**src/rtl/mem_access_controller.sv**
```systemverilog
// Sequences one MAR/MDR/memory transaction per control-unit request (Moore FSM).
// Latency: read WAIT_CYCLES+3, write WAIT_CYCLES+2 cycles from accept to DONE when memory is ready.
// Backpressure: requests are only sampled in IDLE; slow memory stretches the wait states up to TIMEOUT.
module mem_access_controller #(
    parameter int WAIT_CYCLES = 2,
    parameter int TIMEOUT     = 15
) (
    input  logic       MAC_clock,
    input  logic       MAC_reset,
    input  logic       MAC_req,
    input  logic       MAC_we,
    input  logic       MAC_mem_ready,
    output logic       MAC_busy,
    output logic       MAC_done,
    output logic       MAC_error,
    output logic       MAC_mar_load_en,
    output logic       MAC_mdr_bus_in_en,
    output logic       MAC_mdr_mem_in_en,
    output logic       MAC_mdr_bus_out_en,
    output logic       MAC_mem_read_en,
    output logic       MAC_mem_write_en,
    output logic [2:0] MAC_state
);

    localparam int CMAX = (WAIT_CYCLES > TIMEOUT) ? WAIT_CYCLES : TIMEOUT;
    localparam int CW   = (CMAX < 1) ? 1 : $clog2(CMAX + 1);
    localparam logic [CW-1:0] WAIT_C = CW'(WAIT_CYCLES);
    localparam logic [CW-1:0] TMO_C  = CW'(TIMEOUT);

    typedef enum logic [2:0] {
        IDLE  = 3'd0,
        ADDR  = 3'd1,
        RWAIT = 3'd2,
        RCAP  = 3'd3,
        WWAIT = 3'd4,
        DONE  = 3'd5
    } state_t;

    state_t        state_q, state_d;
    logic          we_q, we_d;
    logic          err_q, err_d;
    logic [CW-1:0] wcnt_q, wcnt_d;
    logic [CW-1:0] tcnt_q, tcnt_d;

    always_ff @(posedge MAC_clock) begin
        if (MAC_reset) begin
            state_q <= IDLE;
            we_q    <= 1'b0;
            err_q   <= 1'b0;
            wcnt_q  <= '0;
            tcnt_q  <= '0;
        end else begin
            state_q <= state_d;
            we_q    <= we_d;
            err_q   <= err_d;
            wcnt_q  <= wcnt_d;
            tcnt_q  <= tcnt_d;
        end
    end

    always_comb begin
        state_d = state_q;
        we_d    = we_q;
        err_d   = err_q;
        wcnt_d  = wcnt_q;
        tcnt_d  = tcnt_q;

        MAC_busy           = 1'b1;
        MAC_done           = 1'b0;
        MAC_error          = 1'b0;
        MAC_mar_load_en    = 1'b0;
        MAC_mdr_bus_in_en  = 1'b0;
        MAC_mdr_mem_in_en  = 1'b0;
        MAC_mdr_bus_out_en = 1'b0;
        MAC_mem_read_en    = 1'b0;
        MAC_mem_write_en   = 1'b0;

        case (state_q)
            IDLE: begin
                MAC_busy = 1'b0;
                if (MAC_req) begin
                    we_d    = MAC_we;
                    state_d = ADDR;
                end
            end
            ADDR: begin
                MAC_mar_load_en   = 1'b1;
                MAC_mdr_bus_in_en = we_q;
                wcnt_d            = '0;
                tcnt_d            = '0;
                state_d           = we_q ? WWAIT : RWAIT;
            end
            RWAIT, WWAIT: begin
                MAC_mem_read_en  = (state_q == RWAIT);
                MAC_mem_write_en = (state_q == WWAIT);
                // Ready is only honoured once the minimum wait has saturated; ready beats timeout.
                if (wcnt_q != WAIT_C) begin
                    wcnt_d = wcnt_q + CW'(1);
                end else if (MAC_mem_ready) begin
                    state_d = (state_q == RWAIT) ? RCAP : DONE;
                end else if (tcnt_q == TMO_C) begin
                    err_d   = 1'b1;
                    state_d = DONE;
                end else begin
                    tcnt_d = tcnt_q + CW'(1);
                end
            end
            RCAP: begin
                MAC_mem_read_en   = 1'b1;
                MAC_mdr_mem_in_en = 1'b1;
                state_d           = DONE;
            end
            DONE: begin
                MAC_done           = 1'b1;
                MAC_error          = err_q;
                MAC_mdr_bus_out_en = !we_q && !err_q;
                err_d              = 1'b0;
                state_d            = IDLE;
            end
            default: begin
                MAC_busy = 1'b0;
                state_d  = IDLE;
            end
        endcase
    end

    assign MAC_state = state_q;

endmodule

```
**config.mk**
```make
export PLATFORM = sky130hd
export DESIGN_NAME = mem_access_controller
export DESIGN_NICKNAME = d
export VERILOG_FILES = /design/src/rtl/mem_access_controller.sv
export SDC_FILE = /design/constraint.sdc
export NUM_CORES = 1
export LEC_CHECK = 0
export ABC_AREA = 0
export CAP_MARGIN = 20
export CORE_MARGIN = 1
export CORE_UTILIZATION = 44
export DETAILED_ROUTE_END_ITERATION = 7
export PLACE_DENSITY = 0.72
export SLEW_MARGIN = 40
export SYNTH_ARGS = -nofsm -noshare
export SYNTH_HDL_FRONTEND = slang
export SYNTH_SLANG_ARGS = --single-unit
```
**constraint.sdc**
```tcl
create_clock -name MAC_clock -period 1.55 [get_ports MAC_clock]
set_clock_uncertainty 0.1 [all_clocks]
set_input_delay 0.31 -clock MAC_clock [delete_from_list [all_inputs] [get_ports MAC_clock]]
set_output_delay 0.31 -clock MAC_clock [all_outputs]
set_load 0.02 [all_outputs]
```
Word-level counts from Yosys, hierarchy flattened
Index checks and enable logic that the tools add are counted.
{ "word_totals": {"ff_bits": 13, "elab_cells": 60} }
{ "op_classes": {"n_addsub": 2, "n_eq_ne": 14, "muxes": 26, "reduce_logical": 13} }
{ "op_table": {"columns": ["operator", "n"], "rows": [
  ["3-bit 2-to-1 mux", 6],
  ["4-bit 2-to-1 mux", 4],
  ["4-bit one-hot mux with 2 select lines", 2],
  ["2-bit inequality test, second input constant", 6],
  ["3-bit one-hot mux with 4 select lines", 1],
  ["1-bit 2-to-1 mux", 11],
  ["4-bit by 1-bit adder with 4-bit output, second input constant", 2],
  ["4-bit AND reduction", 2],
  ["3-bit by 2-bit == test with 1-bit output, second input constant", 2],
  ["3-bit == test, second input constant", 2],
  ["5-bit OR reduction", 1],
  ["4-bit == test, second input constant", 1],
  ["4-bit by 2-bit inequality test with 1-bit output, second input constant", 1],
  ["1-bit one-hot mux with 2 select lines", 2],
  ["2-bit AND reduction", 2],
  ["2-bit nonzero test", 2],
  ["3-bit by 1-bit == test with 1-bit output, second input constant", 1],
  ["3-bit logical NOT", 1],
  ["3-bit inequality test, second input constant", 1],
  ["3-bit AND reduction", 1],
  ["1-bit logical NOT", 2],
  ["2-bit OR reduction", 1],
  ["1-bit logical AND", 1]
]} }

Logic depth before layout (Yosys ltp)
Gate-level depths: netlist (run 1).
{ "logic_depth": {"ltp_word": 5, "depth_mapped": 6, "depth_no_buf": 6} }

Worst setup path after synthesis (run 1)
OpenSTA, ideal clock, no wires.
{ "synth_path": {"path_type": "reg2out", "from": "register state_q[0], in the netlist MAC_state[0]", "to": "output MAC_mdr_bus_out_en", "t_arrival_ns": 2.043, "required_time_ns": 1.140, "slack_ns": -0.903, "stages_incl_launch_ff": 5, "n_path_buf": 1, "path_cell_list": "dfxtp_1 -> buf_2 -> inv_1 -> nor3_1 -> nor3b_1"} }
{ "synth_via": {"elab_chain_len": 2} }
{ "synth_lines": {"columns": ["element", "line", "rtl"], "rows": [
  ["from (decl)", "39", "state_t state_q, state_d;"],
  ["from (signal assigned)", "53", "state_q <= state_d;"],
  ["3-bit == test", "78", "case (state_q)"],
  ["1-bit 2-to-1 mux", "78", null],
  ["to (decl)", "19", "output logic MAC_mdr_bus_out_en,"]
]} }
No other way between the ends.

Worst setup path after layout (run 1)
{ "layout_path": {"from": "register state_q[1], in the netlist MAC_state[1]", "to": "register wcnt_q[1]"} }
{ "layout_via": {"elab_chain_len": 4} }
{ "layout_lines": {"columns": ["element", "line", "rtl"], "rows": [
  ["3-bit by 2-bit == test with 1-bit output / 3-bit == test (equally long branches)", "78", null],
  ["2-bit OR reduction", "78", null],
  ["2-bit inequality test (no line) / 2-bit nonzero test (equally long branches)", null, null],
  ["2-bit AND reduction (no line)", null, null],
  ["to (signal assigned)", "56", "wcnt_q <= wcnt_d;"],
  ["to (decl)", "42", "logic [CW-1:0] wcnt_q, wcnt_d;"]
]} }
Several ways; a longest one is shown, not always the timed one.
A chain may end at the register's enable or synchronous reset.

==> results of run 1 <==
-- metrics by stage --
step | TNS (ns) | setup slack (ns) | cells
final | -3.042 | -0.2691 | 162
after global routing | -3.835 | -0.3140 | 162
after CTS | -2.115 | -0.2371 | 156
after detailed placement | -5.333 | -0.4305 | 150
after global placement | -4.835 | -0.4210 | 150
after floorplan | -0.2512 | -0.09419 | 93
-- final timing paths --
path | end | slack (ns) | cells after the start
worst max register to register | wcnt_q[1] | -0.27 | 7
worst min-delay path | err_q | 0.47 | 2
worst max-delay path | wcnt_q[1] | -0.27 | 7
worst min register to register | err_q | 0.47 | 2
-- registers in the layout (all words and copies together) (netlist names) --
name and count:
MAC_state 3, err_q 1, tcnt_q 4, wcnt_q 4
we_q 1
-- cell usage in the layout, fill, tap and decap left out, types with 4 or more instances in the layout --
cell type / synthesis / layout
buf_4: 1 / 22
a31oi_1: 4 / 4
nand3_1: 10 / 9
buf_6: 0 / 14
mux2i_1: 4 / 4
dfxtp_1: 13 / 8
nor2_1: 5 / 5
a21oi_1: 8 / 6
clkdlybuf4s50_1: 0 / 4
-- synth_stat cells (all sizes together), types with 3 or more instances --
| cell type | instances | area [um^2] |
|---|---|---|
| o21ai | 3 | 18.76 |
| nand3 | 10 | 50.05 |
| dfxtp | 13 | 260.3 |
| nor4b | 3 | 32.53 |
| mux2i | 4 | 40.04 |
| or3b | 3 | 26.28 |
| or3 | 3 | 18.77 |
| nor3 | 5 | 25.02 |
| a31oi | 4 | 25.02 |
| nor3b | 4 | 35.03 |
| and2 | 4 | 25.03 |
| inv | 5 | 18.76 |
| buf | 4 | 22.52 |
| a21oi | 8 | 40.04 |
| nor2 | 5 | 18.77 |
| ha | 3 | 37.54 |
-- layer usage --
layer	vias up	GRT usage (%)	routed length, um	share of wire (%)
met2	50	49.41	1485	52
met1	443	32.83	1068	37
met5	-	0	0	0
li1	439	-	-	-
met3	11	6.122	197	6.9
met4	0	10.91	114	4.0
-- kinds of logic after synthesis --
logic type | count (synthesis) | synth area share, %
xor gates and xnor gates | 1 | 1.104
AOI/OAI and AO/OA | 18 | 13.72
DFF | 13 | 32.81
and+or+nand+nor | 44 | 36.91
adders and majority gates | 3 | 4.732
muxes | 4 | 5.048
buffers and inverters | 10 | 5.677
-- repair_timing --
| action | 4_1_cts | 5_1_grt |
|---|---|---|
| endpoints found under the setup margin | 24 | 23 |
| setup buffers | 2 | 6 |
| gates resized for setup | 78 | 18 |
| pin swaps | 5 | 8 |
-- power groups by stage --
| stage | combinational (mW) | clock (mW) | sequential, mW |
|---|---|---|---|
| floorplan | 0.142 | 0 | 0.377 |
| global placement | 0.265 | 0 | 0.361 |
| detailed placement | 0.269 | 0 | 0.363 |
| CTS | 0.288 | 0.229 | 0.356 |
| global route | 0.374 | 0.242 | 0.358 |
| finish | 0.357 | 0.228 | 0.357 |
-- worst max-delay path: cells and delay by family (launching register included) --
| kind | cells | cell delay [ns] |
|---|---|---|
| AOI/OAI and AO/OA | 2 | 0.20 |
| buffers and inverters | 3 | 0.44 |
| DFF | 1 | 0.34 |
| and+or+nand+nor | 2 | 0.68 |
-- layout make-up --
class,count,share of cell area (%)
Multi-Input combinational cell,70,45.48
Sequential cell,13,18.87
Tap cell,24,2.087
Clock buffer,4,1.826
Timing Repair Buffer,46,29.74
Inverter,5,2.000
==> impl_metrics.yaml, run 1 <==
run_status:
  outcome: "finished with violations"
  violations: "negative setup slack"
min_path:
  hold_class: "flop to flop"
  holdCritStartpoint: "err_q"
detailed_routing:
  dr.pass1.iters: 4
  finalWirelength_um: 2866
  post-route-drc-count: 0
  dr.first_iter.drc_count: 15
  num_vias: 943
  vias_per_cell: 5.821
  wl_per_cell_um: 17.69
  antenna_left: 0
critical_path:
  cp-startpoint: "MAC_state[1]"
  cp.required_ns: 1.67
  r2r_start: "MAC_state[1]"
  crit_type: "flop to flop"
  path_cells: "buf_8, buf_4, nor3b_4, buf_6, o21ai_2, or4_1, a21oi_1"
  slowest_stage: "or4_1"
  arrival_ns: 1.94
  start_kind: "flop"
  cp_max_fo: 11
  critPathMaxStageDelay_ns: 0.47
  crit_path_end_kind: "flop"
placed_design:
  io_buffers: 16
  place_area_mm2: 0.001201
  place_congestion: 0.8618
  post-dp-hpwl_um: 1590
grt:
  grt_pass1_wl_um: 3953
  grt_max_degree: 13
  overflow: 0
  gr-usage-all-layers_pct: 28.04
  grt_pass1_vias: 856
  antenna_found_initial: 0
sta:
  fin_hold_ws_ns: 0.4690
  grt_setup_unrepaired: "yes"
  final-setup-viol-count: 19
  final.period_utilization_pct: 117.4
  maxSlewHeadroom_pct: 80.87
  timing.final.ws_setup_ns: -0.2691
  layout_min_cycle_time_ns: 1.819
  tightest_slew_ns: 0.2843
  hold_violations: 0
  max_freq_ghz: 0.5497
  slew_violations: 0
pwr:
  power.internal_uw: 620.2
  p_sw_uw: 322.9
  clkPwrFrac_pct: 24.2
  leakagePower_nw: 0.5926
  power_switching_share_pct: 34.24
  p_seq_share_pct: 37.9
  p_comb_share_pct: 37.9
  ir_drop_uv: 634.5
  total_power_uw: 943.2
  p_per_area_mw_per_mm2: 655.5
final_layout:
  regArea_um2: 271.5
  multi_input_area_um2: 654.4
  fin_util_pct: 90.27
  drive_above_1_share_pct: 56.52
  fillers: 66
  final_area_mm2: 0.001439
  diodes: 0
  fin_nets: 147
  syn2layout_area_growth_pct: 81.39
yosys:
  synth_seq_cells: 13
  syn_nets: 101
  syn-cell-area_um2: 793.3
  ys_seq_area_share_pct: 32.81
  ys_types: 36
  async_reset_ff_share_pct: 0
  synth_edf_count: 0
  syn_inst: 93
  ys.flop_type: "dfxtp_1"
  ys_warn_count: 0
  syn_avg_cell_area_um2: 8.530
floorplan:
  core.rowCount: 14
  boundaryPins: 17
  die_h_um: 44.46
  die_area_mm2: 0.001977
  die_x_um: 44.46
  coreArea_mm2: 0.001594
  start_util_pct: 49.76
clock_network:
  cts_tree: "done"
  cts_max_level: 1
  clk_root_buffer_cell: "clkbuf_4"
  cts_buffers: 3
  clk_latency_ns: 0.29
  cts_hold_buf: 0
  cts_max_path_buffers: 2
  cts.clk_slew.worst_paths_ns: 0.09
  clock-sinks: 13
flow_run:
  drv_cap: 0
(Power assumes the default switching activity.)
==> inputs of run 2 (changes only) <==
--- a/constraint.sdc
+++ b/constraint.sdc
@@ -3,3 +3,3 @@
 set_input_delay 0.31 -clock MAC_clock [delete_from_list [all_inputs] [get_ports MAC_clock]]
 set_output_delay 0.31 -clock MAC_clock [all_outputs]
-set_load 0.02 [all_outputs]
+set_load 0.1 [all_outputs]
==> impl_metrics.yaml, run 2 <==
clock_network:
  cts_resized: 35
  cts_hold_buf: 0
  cts_max_path_buffers: 2
  clk_root_buffer_cell: "clkbuf_4"
  cts_max_level: 1
  cts_buffers: 3
  clock-sinks: 13
  post_cts_buffers: 12
yosys:
  synth.top_cell.area_share_pct: 32.81
  syn-cell-area_um2: 793.3
  synth_seq_cells: 13
  synth.most_common_cell: "dfxtp_1"
  yosys.area.top_type: "dfxtp_1"
  syn_inst: 93
  synth_edf_count: 0
  ys_top_cells_by_area: "dfxtp_1 (33%), nand3_1 (6.3%), a21oi_1 (5.0%)"
  yosys-top-cells-count: "dfxtp_1 (13), nand3_1 (10), a21oi_1 (8)"
  syn_avg_cell_area_um2: 8.530
  ys_types: 36
  async_reset_ff_share_pct: 0
  ys_warn_count: 0
  ys.flop_type: "dfxtp_1"
  syn_nets: 101
  ys_seq_area_share_pct: 32.81
floorplan:
  die_h_um: 44.46
  start_util_pct: 49.76
  die_x_um: 44.46
  core.rowCount: 14
  boundaryPins: 17
placed_design:
  place_congestion: 0.8083
  place_area_mm2: 0.001361
  io_buffers: 16
  post-dp-hpwl_um: 1826
run_status:
  stop_stage: "clock tree synthesis (4_1_cts)"
  outcome: "stopped before the end"
  error_line: "[ERROR DPL-0038] Utilization greater than 100%, impossible to legalize"
## run 2: cell counts after synthesis
No cell type changed its count.
## run 2: cells by family after synthesis
logic type	synth area share [%]
simple gates	36.91
compound gates	13.72
flops	32.81
buf+inv	5.677
mux	5.048
fa+ha+maj	4.732
xor+xnor	1.104
## run 2: per-stage QoR
stage	hold slack (ns)	setup slack, ns	utilization (%)	std cells
3_5_place_dp	0.3899	-0.3695	85.40	153
3_3_place_gp	0.3887	-0.2900	85.40	153
2_1_floorplan	0.2788	-1.455	-	93
==> inputs of run 3 (changes only) <==
Settings changed: CORE_AREA set to 2 2 63 65, CORE_MARGIN 1 to not set, CORE_UTILIZATION 44 to not set, DIE_AREA set to 0 0 65 67, PLACE_DENSITY 0.72 to not set, PLACE_DENSITY_LB_ADDON set to 0.15.
Clock period 1.55 ns to 2.02 ns, I/O delays scaled along.
==> impl_metrics.yaml, run 3 (synthesis results as in run 1) <==
pwr:
  p_comb_share_pct: 37.5
  p_per_area_mw_per_mm2: 635.5
  p_seq_share_pct: 34.4
  power.internal_uw: 522.1
  clkPwrFrac_pct: 28.2
  ir_drop_uv: 460.2
  power_switching_share_pct: 36.68
  p_sw_uw: 302.5
  leakagePower_nw: 0.4708
clock_network:
  clock-sinks: 13
  cts_tree: "done"
  cts_hold_buf: 0
  cts_max_path_buffers: 2
  cts_buffers: 3
  cts_max_level: 1
  clk_root_buffer_cell: "clkbuf_8"
  cts.clk_slew.worst_paths_ns: 0.06
  clk_latency_ns: 0.24
placed_design:
  post-place-ws_ns: -0.04964
  place_area_mm2: 0.001237
  place_congestion: 0.8219
  post-dp-hpwl_um: 1640
  io_buffers: 16
final_layout:
  diodes: 0
  final_cell_mix: "buf_12 (12), nand3_1 (10), dfxtp_1 (10)"
  final_common_cell: "buf_12"
  syn2layout_area_growth_pct: 63.56
  fin_nets: 126
  final_area_mm2: 0.001297
  drive_above_1_share_pct: 36.75
critical_path:
  crit_type: "flop to output port"
  start_kind: "flop"
  ff2ff_path_depth: 6
  arrival_ns: 1.47
  r2r_start: "wcnt_q[0]"
  crit_path_end_kind: "output port"
  rrSetupSlack_ns: 0.17
  critPathMaxStageDelay_ns: 0.45
  cp.required_ns: 1.52
  cp_max_fo: 7
  slowest_stage: "or3b_4"
  r2r-end: "wcnt_q[1]"
  path_cells: "or3b_4, inv_12, and2_4, buf_12"
sta:
  max_freq_ghz: 0.5058
  slew_violations: 0
  hold_violations: 0
  maxSlewHeadroom_pct: 75.52
  layout_min_cycle_time_ns: 1.977
  grt_setup_unrepaired: "yes"
  final.period_utilization_pct: 97.87
  timing.final.ws_setup_ns: 0.04307
  final-setup-viol-count: 0
  tightest_slew_ns: 0.3662
detailed_routing:
  wl_per_cell_um: 12.46
  post-route-drc-count: 0
  antenna_left: 0
  finalWirelength_um: 2056
  dr.pass1.iters: 4
  num_vias: 767
  dr.first_iter.drc_count: 20
  vias_per_cell: 4.648
floorplan:
  start_util_pct: 22.00
  boundaryPins: 17
  core.rowCount: 22
  die_x_um: 65
  coreArea_mm2: 0.003606
  die_h_um: 67
  die_area_mm2: 0.004355
grt:
  grt_max_degree: 10
  gr-usage-all-layers_pct: 10.20
  overflow: 0
  grt_pass1_vias: 764
  antenna_found_initial: 0
  grt_pass1_wl_um: 3477
min_path:
  hold_class: "flop to flop"
  holdCritStartpoint: "tcnt_q[0]"
  hold_depth: 1
  hold_end: "tcnt_q[0]"
flow_run:
  drv_cap: 0
run_status:
  outcome: "complete, no violations"
run 3: area by class of cell:
cell class | count | area [um^2]
Fill cell | 376 | 2308
Timing Repair Buffer | 25 | 347.8
Tap cell | 48 | 60.06
Multi-Input combinational cell | 70 | 541.8
Sequential cell | 13 | 271.5
Inverter | 5 | 31.28
Clock buffer | 4 | 45.04
run 3: repair_timing:
action | CTS | global route
pin swaps | 0 | 1
gates resized for setup | 1 | 1
setup endpoints to repair | 1 | 2
buffers inserted | 0 | 1
run 3: power groups by stage:
stage / Clock (mW) / Sequential, mW / Combinational [mW]
floorplan: 0 / 0.316 / 0.180
global placement: 0 / 0.289 / 0.308
detailed placement: 0 / 0.289 / 0.309
CTS: 0.242 / 0.284 / 0.311
global route: 0.251 / 0.286 / 0.322
finish: 0.232 / 0.284 / 0.309
run 3: worst max-delay path, delay by kind of cell, from the launching register on:
family / cells / cell delay (ns)
simple gates: 2 / 0.59
buf+inv: 2 / 0.24
flops: 1 / 0.39
run 3: through the flow:
stage / std cells / setup TNS [ns] / utilization [%] / hold WS (ns) / power (mW)
after floorplan: 93 / -6.559 / - / 0.3689 / 0.4962
after global placement: 160 / 0 / 34.32 / 0.3933 / 0.5968
after detailed placement: 160 / -0.08572 / 34.32 / 0.4040 / 0.5979
after CTS: 164 / 0 / 35.64 / 0.4118 / 0.8370
after global routing: 165 / -0.03854 / 35.98 / 0.4284 / 0.8589
final: 165 / 0 / 35.98 / 0.4093 / 0.8246
run 3: worst max path at each step:
stage | start | endpoint | cells after the start
after floorplan | MAC_state[0] | MAC_mdr_bus_out_en | 4
after global placement | MAC_mem_ready | tcnt_q[2] | 5
after detailed placement | MAC_mem_ready | tcnt_q[2] | 5
after CTS | MAC_state[0] | MAC_mdr_bus_out_en | 4
after global routing | MAC_state[0] | MAC_error | 5
final | MAC_state[0] | MAC_mdr_bus_in_en | 4
run 3: routing by layer:
| layer | track usage [%] | up-vias | routed length, um |
|---|---|---|---|
| met2 | 17.65 | 10 | 994 |
| li1 | - | 388 | - |
| met3 | 3.378 | 0 | 71 |
| met1 | 12.46 | 369 | 990 |
| met4 | 1.596 | 0 | 0 |
| met5 | 0 | - | 0 |
